--- config.mk ---
export PLATFORM = sky130hd
export DESIGN_NAME = pulse_rr_scheduler_flat
export DESIGN_NICKNAME = d
export VERILOG_FILES = /design/src/rtl/pulse_rr_scheduler_if.sv /design/src/rtl/pulse_rr_scheduler.sv /design/src/flat_wrapper.sv
export SDC_FILE = /design/constraint.sdc
export NUM_CORES = 1
export LEC_CHECK = 0
export CAP_MARGIN = 5
export CORE_ASPECT_RATIO = 1.4
export CORE_MARGIN = 5
export CORE_UTILIZATION = 25
export CTS_CLUSTER_DIAMETER = 60
export DETAILED_ROUTE_END_ITERATION = 7
export GPL_TIMING_DRIVEN = 0
export PLACE_DENSITY = 0.43
export SLEW_MARGIN = 5
export SYNTH_ARGS = -nofsm -noshare
export SYNTH_HDL_FRONTEND = slang
export SYNTH_SLANG_ARGS = --single-unit
--- constraint.sdc ---
create_clock -name CLK -period 4.5 [get_ports CLK]
set_clock_uncertainty 0.15 [all_clocks]
set_input_delay 0.675 -clock CLK [delete_from_list [all_inputs] [get_ports CLK]]
set_output_delay 0.675 -clock CLK [all_outputs]
set_load 0.005 [all_outputs]
--- src/rtl/pulse_rr_scheduler_if.sv ---
`default_nettype none
// ============================================================================
// Module      : pulse_rr_scheduler_if
// Description : Request/grant/pulse bundle between requesters and scheduler.
// Revision    : 1.0
// ============================================================================
interface pulse_rr_scheduler_if #(
    parameter int N = 4
);
    logic [N-1:0] req;
    logic [N-1:0] grant;
    logic [N-1:0] done;
    logic         L;
    logic         busy;
    logic         tick;

    modport master (output req, input grant, input done, input L, input busy, input tick);
    modport slave  (input req, output grant, output done, output L, output busy, output tick);
endinterface
`default_nettype wire

--- src/rtl/pulse_rr_scheduler.sv ---
`default_nettype none
// ============================================================================
// Module      : pulse_rr_scheduler
// Description : Round-robin owner of one shared pulse line, sampled on ticks.
// Revision    : 1.0
// ============================================================================
module pulse_rr_scheduler #(
    parameter int N         = 4,
    parameter int DIV       = 2,
    parameter int PULSE_LEN = 1,
    parameter int GAP_LEN   = 1
) (
    input  wire logic           CLK,
    input  wire logic           reset,
    pulse_rr_scheduler_if.slave bus
);

    localparam int c_PTR_W  = (N > 1) ? $clog2(N) : 1;
    localparam int c_DIV_W  = (DIV > 1) ? $clog2(DIV) : 1;
    localparam int c_PH_MAX = (PULSE_LEN > GAP_LEN) ? PULSE_LEN : GAP_LEN;
    localparam int c_PH_W   = $clog2(c_PH_MAX + 1);

    localparam logic [c_DIV_W-1:0] c_DIV_LAST   = c_DIV_W'(DIV - 1);
    localparam logic [c_PH_W-1:0]  c_PULSE_LAST = c_PH_W'(PULSE_LEN - 1);
    localparam logic [c_PH_W-1:0]  c_GAP_LAST   = c_PH_W'((GAP_LEN > 0) ? GAP_LEN - 1 : 0);
    localparam logic [c_PTR_W-1:0] c_PTR_INIT   = c_PTR_W'(N - 1);
    localparam logic [N-1:0]       c_ONE        = {{(N-1){1'b0}}, 1'b1};

    typedef enum logic [1:0] {
        S_IDLE  = 2'd0,
        S_PULSE = 2'd1,
        S_GAP   = 2'd2
    } state_t;

    state_t               state_q, state_d;
    logic [c_DIV_W-1:0]   div_q, div_d;
    logic                 tick_q, tick_d;
    logic [c_PH_W-1:0]    ph_q, ph_d;
    logic [c_PTR_W-1:0]   ptr_q, ptr_d;
    logic [N-1:0]         grant_q, grant_d;
    logic [N-1:0]         done_q, done_d;
    logic                 l_q, l_d;
    logic                 busy_q, busy_d;

    logic                 w_found;
    logic [c_PTR_W-1:0]   w_win;

    // First requester strictly after the last winner, wrapping around.
    always_comb begin
        w_found = 1'b0;
        w_win   = ptr_q;
        for (int k = 1; k <= N; k++) begin
            if (!w_found && bus.req[c_PTR_W'((int'(ptr_q) + k) % N)]) begin
                w_found = 1'b1;
                w_win   = c_PTR_W'((int'(ptr_q) + k) % N);
            end
        end
    end

    always_comb begin
        state_d = state_q;
        div_d   = (div_q == c_DIV_LAST) ? '0 : div_q + 1'b1;
        tick_d  = (div_q == c_DIV_LAST);
        ph_d    = ph_q;
        ptr_d   = ptr_q;
        grant_d = grant_q;
        done_d  = '0;
        l_d     = l_q;
        case (state_q)
            S_IDLE: begin
                if (tick_q && w_found) begin
                    state_d = S_PULSE;
                    grant_d = c_ONE << w_win;
                    l_d     = 1'b1;
                    ptr_d   = w_win;
                    ph_d    = '0;
                end
            end
            S_PULSE: begin
                if (ph_q == c_PULSE_LAST) begin
                    grant_d = '0;
                    l_d     = 1'b0;
                    done_d  = grant_q;
                    ph_d    = '0;
                    state_d = (GAP_LEN > 0) ? S_GAP : S_IDLE;
                end else begin
                    ph_d = ph_q + 1'b1;
                end
            end
            S_GAP: begin
                if (ph_q == c_GAP_LAST) begin
                    state_d = S_IDLE;
                end else begin
                    ph_d = ph_q + 1'b1;
                end
            end
            default: state_d = S_IDLE;
        endcase
        busy_d = (state_d != S_IDLE);
    end

    always_ff @(posedge CLK or posedge reset) begin
        if (reset) begin
            state_q <= S_IDLE;
            div_q   <= '0;
            tick_q  <= 1'b0;
            ph_q    <= '0;
            ptr_q   <= c_PTR_INIT;
            grant_q <= '0;
            done_q  <= '0;
            l_q     <= 1'b0;
            busy_q  <= 1'b0;
        end else begin
            state_q <= state_d;
            div_q   <= div_d;
            tick_q  <= tick_d;
            ph_q    <= ph_d;
            ptr_q   <= ptr_d;
            grant_q <= grant_d;
            done_q  <= done_d;
            l_q     <= l_d;
            busy_q  <= busy_d;
        end
    end

    assign bus.grant = grant_q;
    assign bus.done  = done_q;
    assign bus.L     = l_q;
    assign bus.busy  = busy_q;
    assign bus.tick  = tick_q;

endmodule
`default_nettype wire
--- src/flat_wrapper.sv ---
// flat-port wrapper written by rule: the top's interface ports become plain ports
module pulse_rr_scheduler_flat 
#(
    parameter int N         = 4,
    parameter int DIV       = 2,
    parameter int PULSE_LEN = 1,
    parameter int GAP_LEN   = 1
)
  (CLK, reset, bus_req, bus_grant, bus_done, bus_L, bus_busy, bus_tick);
  pulse_rr_scheduler_if #(.N(N)) bus_i ();
  input  wire logic CLK;
  input  wire logic reset;
  input wire logic [$bits(bus_i.req)-1:0] bus_req;
  output wire logic [$bits(bus_i.grant)-1:0] bus_grant;
  output wire logic [$bits(bus_i.done)-1:0] bus_done;
  output wire logic [$bits(bus_i.L)-1:0] bus_L;
  output wire logic [$bits(bus_i.busy)-1:0] bus_busy;
  output wire logic [$bits(bus_i.tick)-1:0] bus_tick;
  assign bus_i.req = bus_req;
  assign bus_grant = bus_i.grant;
  assign bus_done = bus_i.done;
  assign bus_L = bus_i.L;
  assign bus_busy = bus_i.busy;
  assign bus_tick = bus_i.tick;
  pulse_rr_scheduler #(.N(N), .DIV(DIV), .PULSE_LEN(PULSE_LEN), .GAP_LEN(GAP_LEN)) u_core (.CLK(CLK), .reset(reset), .bus(bus_i));
endmodule
**Word level (Yosys, flattened, before mapping)**

Index checks and enable logic that the tools add are counted.

- Bits in registers: 17
- Latch bits: 0
- Bits in writable memories: 0
- Bits in read-only memories: 0
- Input port bits: 6
- Output and inout bits: 11
- Word-level logic and storage cells: 75
- Memories: 0

- Add/subtract/negate cells: 6
- Multipliers: 0
- Divide/modulo/power cells: 0
- $lt $le $gt $ge: 4
- Equality and inequality tests: 4
- Shift-type cells: 1
- Muxes and demuxes: 36
- Bitwise operators: 0
- Reductions and logical operators: 15

Operators by type and width:

| operator | number |
|---|---|
| $mux W1 | 17 |
| $lt A2 B4 Y1 const B | 4 |
| $mux W4 | 4 |
| $mux W2 | 7 |
| $bmux W1 S2 | 4 |
| $pmux W4 S2 | 1 |
| $pmux W2 S3 | 1 |
| $reduce_bool A2 Y1 | 3 |
| $add A2 B1 Y2 const B | 2 |
| $add A2 B2 Y2 const B | 2 |
| $logic_and A1 B1 Y1 | 4 |
| $pmux W1 S2 | 2 |
| $reduce_and A2 Y1 | 2 |
| $shl A1 B2 Y4 const A | 1 |
| $logic_not A1 Y1 | 3 |
| $reduce_and A3 Y1 | 1 |
| $add A1 B1 Y1 const B | 2 |
| $eq A2 B1 Y1 const B | 1 |
| $eq A2 B2 Y1 const B | 1 |
| $logic_not A2 Y1 | 1 |
| $ne A2 B1 Y1 const B | 1 |
| $ne A2 B2 Y1 const B | 1 |
| $reduce_or A2 Y1 | 1 |

**Longest topological paths before layout**

Gate-level depths: netlist of the first run.

- Depth in word-level cells: 18
- Gate-level depth with buffers: 5
- Depth with buffers taken out: 4

**Least setup slack after synthesis of the first run**

No wires, ideal clock.

- Path type: input to register
- Start: input bus_req[1]
- End: register u_core.grant_q[2] (netlist: u_core.bus.grant[2])
- Setup time: 0.122 ns
- Data arrival time: 1.550 ns
- Path slack: 2.679 ns
- Stages: 4
- Cell sequence: or4_4 -> nand3_2 -> nor2_1 -> a32o_1

- Longest elaborated chain between the ends: 16

RTL lines:

| what | line | source |
|---|---|---|
| start: declaration | flat_wrapper.sv:13 | `input wire logic [$bits(bus_i.req)-1:0] bus_req;` |
| $bmux W1 S2 | pulse_rr_scheduler.sv:53 | `if (!w_found && bus.req[c_PTR_W'((int'(ptr_q) + k) % N)]) begin` |
| $mux W1 (not written as such) (2 in series) | pulse_rr_scheduler.sv:53 |  |
| $mux W1 | pulse_rr_scheduler.sv:53 |  |
| $logic_not A1 Y1 | pulse_rr_scheduler.sv:53 |  |
| $logic_and A1 B1 Y1 | pulse_rr_scheduler.sv:53 |  |
| $mux W1 | pulse_rr_scheduler.sv:53 |  |
| $logic_not A1 Y1 | pulse_rr_scheduler.sv:53 |  |
| $logic_and A1 B1 Y1 | pulse_rr_scheduler.sv:53 |  |
| $mux W1 | pulse_rr_scheduler.sv:53 |  |
| $logic_not A1 Y1 | pulse_rr_scheduler.sv:53 |  |
| $logic_and A1 B1 Y1 | pulse_rr_scheduler.sv:53 |  |
| $mux W2 or $mux W1 (tied branches) | pulse_rr_scheduler.sv:53 |  |
| $shl A1 B2 Y4 or $logic_and A1 B1 Y1 (tied branches) | pulse_rr_scheduler.sv:73, pulse_rr_scheduler.sv:71 |  |
| $mux W4 or $ne A2 B1 Y1 (tied branches) | -- |  |
| $pmux W4 S2 or $reduce_and A3 Y1 (tied branches) | -- |  |
| end signal: assignment | pulse_rr_scheduler.sv:119 | `grant_q <= grant_d;` |
| end: declaration | pulse_rr_scheduler.sv:40 | `logic [N-1:0] grant_q, grant_d;` |

Several ways; a longest one is shown, not always the timed one. The select of a mux whose other input is x is not followed.
A chain may end at the register's enable or synchronous reset.

**Worst setup path in the final report of the first run**

- Start: input bus_req[1]
- End: register u_core.grant_q[0] (netlist: u_core.bus.grant[0])

The elaborated chain is that of the path after synthesis.

==> impl_table.tex, run 1 <==
\begin{tabular}{lr}
\hline
Metric & Value \\
\hline
\multicolumn{2}{l}{\textbf{Status}} \\
Outcome & completed \\
\multicolumn{2}{l}{\textbf{Floorplan}} \\
Ports & 17 \\
Std-Cell Core Area & 0.00262 mm² \\
Die Y & 71.5 µm \\
Row count & 22 \\
Die area & 0.00385 mm² \\
Initial Util & 25.8\% \\
Die width & between 50 and 60 µm \\
\multicolumn{2}{l}{\textbf{GRT}} \\
Wire length of the first global-routing pass & 2080 µm \\
Overall global routing resource usage & 7.60\% \\
Initial antenna violation count & 0 \\
Largest net degree at the start of global routing & 17 \\
Overflow left after global routing & 0 \\
Via count of the first global-routing pass & around 470 \\
\multicolumn{2}{l}{\textbf{Pwr}} \\
Part of the total power dissipated in sequential elements & 48.4\% \\
Total Power Consumption & 0.405 mW \\
Largest voltage drop on the vdd net & 0.000151 V \\
Switching power & 0.119 mW \\
Combinational fraction of design power & 32.2\% \\
Switching power share of the total & 29.4\% \\
Clock network fraction of design power & 19.4\% \\
Cell-internal power & 0.286 mW \\
Static Leakage & 0.420 nW \\
Power Density & around 450 mW/mm² \\
\multicolumn{2}{l}{\textbf{Clock network}} \\
Count of buffers added by post-CTS timing repair for setup & 0 \\
Clock Tree Root & sky130\_fd\_sc\_hd\_\_clkbuf\_4 \\
Clock latency on the worst-skew pair & roughly 290 ps \\
CTS H-tree depth & 1 \\
Clock buffers created by TritonCTS & 3 \\
Maximum root-to-sink buffer count & 2 \\
PostCTS Resize Cnt & 0 \\
Clock-pin transition on the worst setup and hold timing paths & 90 ps \\
TritonCTS clock tree & built \\
Hold\_buf cts & 0 \\
Number of sinks handled by clock tree synthesis & 16 \\
\multicolumn{2}{l}{\textbf{Logic synthesis}} \\
Average size of a mapped cell & 11.8 µm² \\
Number of enable flip-flop cells after synthesis & 0 \\
Commonest register cell after synthesis & sky130\_fd\_sc\_hd\_\_dfrtp\_1 \\
Synth warn & 0 \\
Register bit count reported by yosys & 16 \\
Number of distinct standard cells referenced by the synthesized netlist & 25 \\
Post-synthesis net count & 63 \\
Cell count after synthesis & 57 \\
FFs w/ async S/R, synth & 100\% \\
Share of the yosys chip area belonging to registers & 59.7\% \\
Post-Synthesis Cell Area & 674 µm² \\
\multicolumn{2}{l}{\textbf{Drt}} \\
Per-cell via count in the routed design & 4.21 \\
Number of vias after detailed routing & 476 \\
Routed wire per std cell & 10.8 µm \\
Violation count after the first detailed-routing iteration & 7 \\
DRT antenna net count & 0 \\
Remaining design rule violation count & 0 \\
1st-pass router iterations & 4 \\
DRT Wirelength & 1220 µm \\
\multicolumn{2}{l}{\textbf{Critical path}} \\
Capture point of the critical path & u\_core.bus.grant[0]\$\_DFFE\_PP0P\_ \\
Data arrival time of the critical path & about 2100 ps \\
WP data required & 4540 ps \\
Nature of the critical path startpoint & input pin \\
Kind of end point of the critical path & register \\
Worst reg2reg path startpoint & u\_core.ptr\_q[1]\$\_DFFE\_PP1P\_ \\
Number of buffers and inverters on the critical path & 2 \\
Crit path max fanout & 10 \\
Origin of the worst setup path & bus\_req[1] \\
Critical path cell sequence & clkdlybuf4s50\_1 -> or4\_4 -> nand3\_2 -> buf\_6 -> nand3\_1 -> o41ai\_2 \\
Worst Reg-to-Reg Cells & 5 \\
Register-to-Register Setup Slack & between 2000 and 3000 ps \\
Delay-heaviest family, CP & simple AND/OR/NAND/NOR gates \\
Crit path depth & 6 \\
Cell type of the slowest stage on the worst timing path & sky130\_fd\_sc\_hd\_\_or4\_4 \\
Delay of the slowest cell on the worst path & roughly 560 ps \\
Critical Setup Path Class & input pin to register \\
Endpoint of the worst-slack reg-to-reg timing path & u\_core.bus.grant[1]\$\_DFFE\_PP0P\_ \\
\multicolumn{2}{l}{\textbf{Cells and area}} \\
Nets@finish & 84 \\
Count of antenna diodes in the layout & 0 \\
Final design utilization & 34.6\% \\
Most common cell after layout, fill and taps aside & sky130\_fd\_sc\_hd\_\_clkdlybuf4s50\_1 \\
Ratio of cells with drive above 1 in the final layout & between 15 and 20\% \\
Final-layout fill cell count & 269 \\
Area overhead of the layout relative to synthesis & 34.3\% \\
Highest-count cells in the layout ignoring fill and taps & 16 x sky130\_fd\_sc\_hd\_\_clkdlybuf4s50\_1, 14 x sky130\_fd\_sc\_hd\_\_dfrtp\_1, 5 x sky130\_fd\_sc\_hd\_\_nand2\_1 \\
\multicolumn{2}{l}{\textbf{STA}} \\
Timing-limited maximum frequency & 482 MHz \\
Worst hold margin & 239 ps \\
Worst relative slew slack & 62.0\% \\
Period Utilization, post-route & 46.1\% \\
Final Max Slew Viols & 0 \\
Worst slew pin tran & 569 ps \\
Setup repair after global routing missed its margin & no \\
Final-layout setup total negative slack & 0 ps \\
Number of hold-slack violations in the final timing report & 0 \\
Final WS setup & 2420 ps \\
Final critical path time including I/O delays and setup & 2080 ps \\
Setup Viol. Count Final & 0 \\
\multicolumn{2}{l}{\textbf{Placed design}} \\
Detailed placer's ending HPWL & 952 µm \\
Placement-stage worst setup slack & 2110 ps \\
I/O Buffers & 16 \\
Final GP Congestion & 0.746 \\
\multicolumn{2}{l}{\textbf{Hold path}} \\
Hold depth & 0 \\
Hold/Removal Path Class & register to register \\
\multicolumn{2}{l}{\textbf{Flow run}} \\
Max Cap Viol & 0 \\
\hline
\end{tabular}
==> flip-flops by register name, summed over array words and instances (netlist names) <==
signal and flops:
u_core.bus.grant 4, u_core.state_q 2, u_core.bus.done 4, u_core.bus.L 1
u_core.div_q 1, u_core.bus.tick 1, u_core.ptr_q 2, u_core.bus.busy 1
==> worst min-delay path by stage <==
stage / endpoint / from / slack, ps
after floorplan: u_core.bus.tick$_DFF_PP0_ / u_core.div_q$_DFF_PP0_ / 200
after global placement: u_core.bus.tick$_DFF_PP0_ / u_core.div_q$_DFF_PP0_ / 210
after detailed placement: u_core.bus.tick$_DFF_PP0_ / u_core.div_q$_DFF_PP0_ / 220
after CTS: u_core.bus.tick$_DFF_PP0_ / u_core.div_q$_DFF_PP0_ / 240
after global routing: u_core.bus.tick$_DFF_PP0_ / u_core.div_q$_DFF_PP0_ / 260
final: u_core.bus.tick$_DFF_PP0_ / u_core.div_q$_DFF_PP0_ / 240
==> cell usage after synthesis (2+ instances only) <==
master | n | share of area, %
sky130_fd_sc_hd__dfrtp_1 | 14 | 52
sky130_fd_sc_hd__nand2_1 | 5 | 2.8
sky130_fd_sc_hd__and2_1 | 4 | 3.7
sky130_fd_sc_hd__inv_1 | 4 | 2.2
sky130_fd_sc_hd__nand3_1 | 3 | 2.2
sky130_fd_sc_hd__nor2_1 | 3 | 1.7
sky130_fd_sc_hd__a21oi_1 | 2 | 1.5
sky130_fd_sc_hd__buf_6 | 2 | 3.3
sky130_fd_sc_hd__dfstp_2 | 2 | 7.8
sky130_fd_sc_hd__nand2b_1 | 2 | 1.9
sky130_fd_sc_hd__o21ai_0 | 2 | 1.5
==> power groups by stage <==
stage	Combinational (mW)	Sequential (mW)	Clock, mW
final	0.130	0.196	0.0786
after global routing	0.145	0.201	0.0884
after detailed placement	0.133	0.199	0
after floorplan	0.0782	0.197	0
after global placement	0.132	0.199	0
after CTS	0.133	0.197	0.0802
==> cell families (layout without fill, tap and decap cells) <==
logic type / count (synthesis) / after routing / synth area share (%)
multiplexers: 1 / 1 / 1.48
AND/OR/NAND/NOR: 25 / 25 / 22.1
buffers and inverters: 6 / 26 / 5.56
flip-flops: 16 / 16 / 59.7
AO/OA/AOI/OAI: 9 / 9 / 11.1
==> layout make-up <==
cell class | count | area (µm²) | area share (%)
clock buffers | 4 | 26.3 | 2.90
well taps | 36 | 45.0 | 4.97
flip-flops and latches | 16 | 403 | 44.5
inverters | 4 | 15.0 | 1.66
multi-input cells | 35 | 234 | 25.8
plain buffers | 2 | 22.5 | 2.49
repair buffers | 16 | 160 | 17.7
==> per-layer routing <==
metal  track usage [%]  vias up  share of wire, %
met4              7.67        0               4.8
met5                 0        -                 0
met1              8.46      218                43
met2              11.9       20                46
li1                  -      233                 -
met3             0.624        5               5.7
==> through the flow <==
stage | std cells | area, µm²
2_1_floorplan | 57 | 674
3_3_place_gp | 109 | 880
3_5_place_dp | 109 | 880
4_1_cts | 113 | 906
5_1_grt | 113 | 906
6_report | 113 | 906
Note: power is estimated with default switching activity, not from simulation.
==> inputs of run 2 (changes only) <==
--- a/config.mk
+++ b/config.mk
@@ -12,7 +12,7 @@
 export CTS_CLUSTER_DIAMETER = 60
 export DETAILED_ROUTE_END_ITERATION = 7
 export GPL_TIMING_DRIVEN = 0
-export PLACE_DENSITY = 0.43
+export PLACE_DENSITY = 0.45
 export SLEW_MARGIN = 5
 export SYNTH_ARGS = -nofsm -noshare
 export SYNTH_HDL_FRONTEND = slang
==> constraint.sdc (replaced) <==
create_clock -name CLK -period 1.9 [get_ports CLK]
set_clock_uncertainty 0.15 [all_clocks]
set_input_delay 0.285 -clock CLK [delete_from_list [all_inputs] [get_ports CLK]]
set_output_delay 0.285 -clock CLK [all_outputs]
set_load 0.005 [all_outputs]
==> run 2 against run 1 <==
  * Hold slack got worse by 30 ps
  * Sequential share of layout area grew 0.19 points
  * Sequential power rose by 140%
  * Critical path depth is 1 lower
  * Non-clock buffer count did not move
  * Utilization fell by 0.14 points
  * Die area stayed put
  * Setup slack got worse by 2200 ps
  * Register-to-register slack got worse by 2600 ps
  * Count of clock-buffer cells in the layout is 1 lower
  * Critical endpoint is now u_core.bus.grant[1]$_DFFE_PP0P_
  * Largest cell class unchanged
==> impl_table.tex, run 2 (same netlist as run 1, synthesis figures left out) <==
\begin{tabular}{lr}
\hline
Metric & Value \\
\hline
\multicolumn{2}{l}{\textbf{Clock network}} \\
Clock latency on the worst-skew pair & 280 ps (about the same) \\
Maximum root-to-sink buffer count & 2 (unchanged) \\
Count of buffers added by post-CTS timing repair for setup & 0 (unchanged) \\
CTS H-tree depth & 1 (unchanged) \\
Clock Tree Root & sky130\_fd\_sc\_hd\_\_clkbuf\_4 \\
PostCTS Resize Cnt & 0 (unchanged) \\
Hold\_buf cts & 0 (unchanged) \\
TritonCTS clock tree & built \\
Number of sinks handled by clock tree synthesis & 16 (unchanged) \\
Clock buffers created by TritonCTS & 3 (unchanged) \\
Clock-pin transition on the worst setup and hold timing paths & 90 ps (about the same) \\
\multicolumn{2}{l}{\textbf{Pwr}} \\
Largest voltage drop on the vdd net & 0.000332 V (+120\%) \\
Static Leakage & 0.419 nW (-0.28\%) \\
Power Density & 1050 mW/mm² (+130\%) \\
\multicolumn{2}{l}{\textbf{STA}} \\
Worst relative slew slack & 61.4\% (-0.63 points) \\
Worst slew pin tran & 579 ps (+9.47 ps) \\
Setup repair after global routing missed its margin & no \\
Timing-limited maximum frequency & 583 MHz \\
Number of hold-slack violations in the final timing report & 0 (unchanged) \\
Worst hold margin & 209 ps (-30.2 ps) \\
Final Max Slew Viols & 0 (unchanged) \\
Final critical path time including I/O delays and setup & around 1700 ps \\
Period Utilization, post-route & around 90\% \\
Setup Viol. Count Final & 0 (unchanged) \\
\multicolumn{2}{l}{\textbf{Floorplan}} \\
Die area & 0.00385 mm² (unchanged) \\
Ports & 17 (unchanged) \\
Initial Util & 25.8\% (unchanged) \\
Die width & 53.9 µm (unchanged) \\
Die Y & 71.5 µm (unchanged) \\
Row count & 22 (unchanged) \\
Std-Cell Core Area & 0.00262 mm² (unchanged) \\
\multicolumn{2}{l}{\textbf{Drt}} \\
DRT Wirelength & 1250 µm (+2.6\%) \\
Number of vias after detailed routing & 479 (+0.63\%) \\
Per-cell via count in the routed design & 4.28 (+1.5\%) \\
Remaining design rule violation count & 0 (unchanged) \\
1st-pass router iterations & 4 (unchanged) \\
Routed wire per std cell & 11.2 µm (+3.5\%) \\
DRT antenna net count & 0 (unchanged) \\
Violation count after the first detailed-routing iteration & 4 (-3) \\
\multicolumn{2}{l}{\textbf{Critical path}} \\
Worst Reg-to-Reg Cells & 5 (unchanged) \\
Data arrival time of the critical path & 1720 ps (-390 ps) \\
Kind of end point of the critical path & register \\
Crit path max fanout & 8 (-2) \\
WP data required & 1910 ps (-2630 ps) \\
Critical Setup Path Class & register to register \\
Nature of the critical path startpoint & register \\
\multicolumn{2}{l}{\textbf{GRT}} \\
Grt met3 use & 0.624\% (unchanged) \\
Most used routing layer & met2 \\
Met1 global-route usage & 8.19\% (-0.27 points) \\
Overflow left after global routing & 0 (unchanged) \\
Largest net degree at the start of global routing & 17 (unchanged) \\
Global-route met2 utilization & 12.0\% (+0.13 points) \\
Wire length of the first global-routing pass & 2090 µm (+0.67\%) \\
Via count of the first global-routing pass & 477 (+1.7\%) \\
Initial antenna violation count & 0 (unchanged) \\
Overall global routing resource usage & 7.30\% (-0.29 points) \\
\multicolumn{2}{l}{\textbf{Cells and area}} \\
Count of antenna diodes in the layout & 0 (unchanged) \\
Area overhead of the layout relative to synthesis & 33.8\% \\
Highest-count cells in the layout ignoring fill and taps & 16 x sky130\_fd\_sc\_hd\_\_clkdlybuf4s50\_1, 14 x sky130\_fd\_sc\_hd\_\_dfrtp\_1, 5 x sky130\_fd\_sc\_hd\_\_nand2\_1 \\
Ratio of cells with drive above 1 in the final layout & 17.1\% (+0.22 points) \\
Nets@finish & 84 (unchanged) \\
Final design utilization & 34.5\% (-0.14 points) \\
Most common cell after layout, fill and taps aside & sky130\_fd\_sc\_hd\_\_clkdlybuf4s50\_1 \\
\multicolumn{2}{l}{\textbf{Placed design}} \\
I/O Buffers & 16 (unchanged) \\
Final GP Congestion & 0.758 (+1.6\%) \\
Detailed placer's ending HPWL & 974 µm (+2.3\%) \\
\multicolumn{2}{l}{\textbf{Status}} \\
Outcome & completed \\
\multicolumn{2}{l}{\textbf{Hold path}} \\
Hold/Removal Path Class & input pin to asynchronous set/reset pin \\
\multicolumn{2}{l}{\textbf{Flow run}} \\
Max Cap Viol & 0 (unchanged) \\
\hline
\end{tabular}
-- run 2: cell type report --
class | instances | area, µm²
well taps | 36 | 45.0
flip-flops and latches | 16 | 403
inverters | 4 | 15.0
repair buffers | 16 | 160
plain buffers | 2 | 22.5
clock buffers | 3 | 22.5
multi-input cells | 35 | 234
fillers | 280 | 1710
-- run 2: worst paths after layout --
kind                                             startpoint                               to  slack, ps
worst max-delay path            u_core.ptr_q[1]$_DFFE_PP1P_  u_core.bus.grant[1]$_DFFE_PP0P_        190
worst min-delay path                                  reset  u_core.bus.grant[3]$_DFFE_PP0P_        210
worst max register to register  u_core.ptr_q[1]$_DFFE_PP1P_  u_core.bus.grant[1]$_DFFE_PP0P_        190
worst min register to register       u_core.div_q$_DFF_PP0_        u_core.bus.tick$_DFF_PP0_        250
max in group asynchronous                             reset      u_core.ptr_q[0]$_DFFE_PP1P_       1010
min in group CLK                     u_core.div_q$_DFF_PP0_        u_core.bus.tick$_DFF_PP0_        250
-- run 2: critical path, cell delays in order, from the launching register on --
cell,delay (ps)
sky130_fd_sc_hd__dfstp_2,540
sky130_fd_sc_hd__buf_6,120
sky130_fd_sc_hd__mux2i_1,180
sky130_fd_sc_hd__nor2_1,80
sky130_fd_sc_hd__nor3_1,380
sky130_fd_sc_hd__o21ai_0,150
-- run 2: power by group --
part | internal, mW | switching, mW | leakage [nW] | total [mW]
clock | 0.0735 | 0.0983 | 0.0138 | 0.172
sequential | 0.420 | 0.0443 | 0.204 | 0.464
combinational | 0.176 | 0.132 | 0.201 | 0.308
total | 0.669 | 0.275 | 0.419 | 0.943
-- run 2: metal layers --
metal	vias up	wire (µm)	share of wire, %
met2	16	625	50
met3	2	89	7.1
met1	226	503	40
li1	235	-	-
met4	0	31	2.5
met5	-	0	0
-- run 2: stage by stage --
stage	instance area, µm²	setup slack [ps]	power [mW]	setup TNS, ps	cells
finish	902	186	0.943	0	112
global route	902	1.21	1.01	0	112
floorplan	674	361	0.651	0	57
global placement	880	-91.9	0.781	-391	109
CTS	902	149	0.962	0	112
detailed placement	880	-89.3	0.787	-369	109
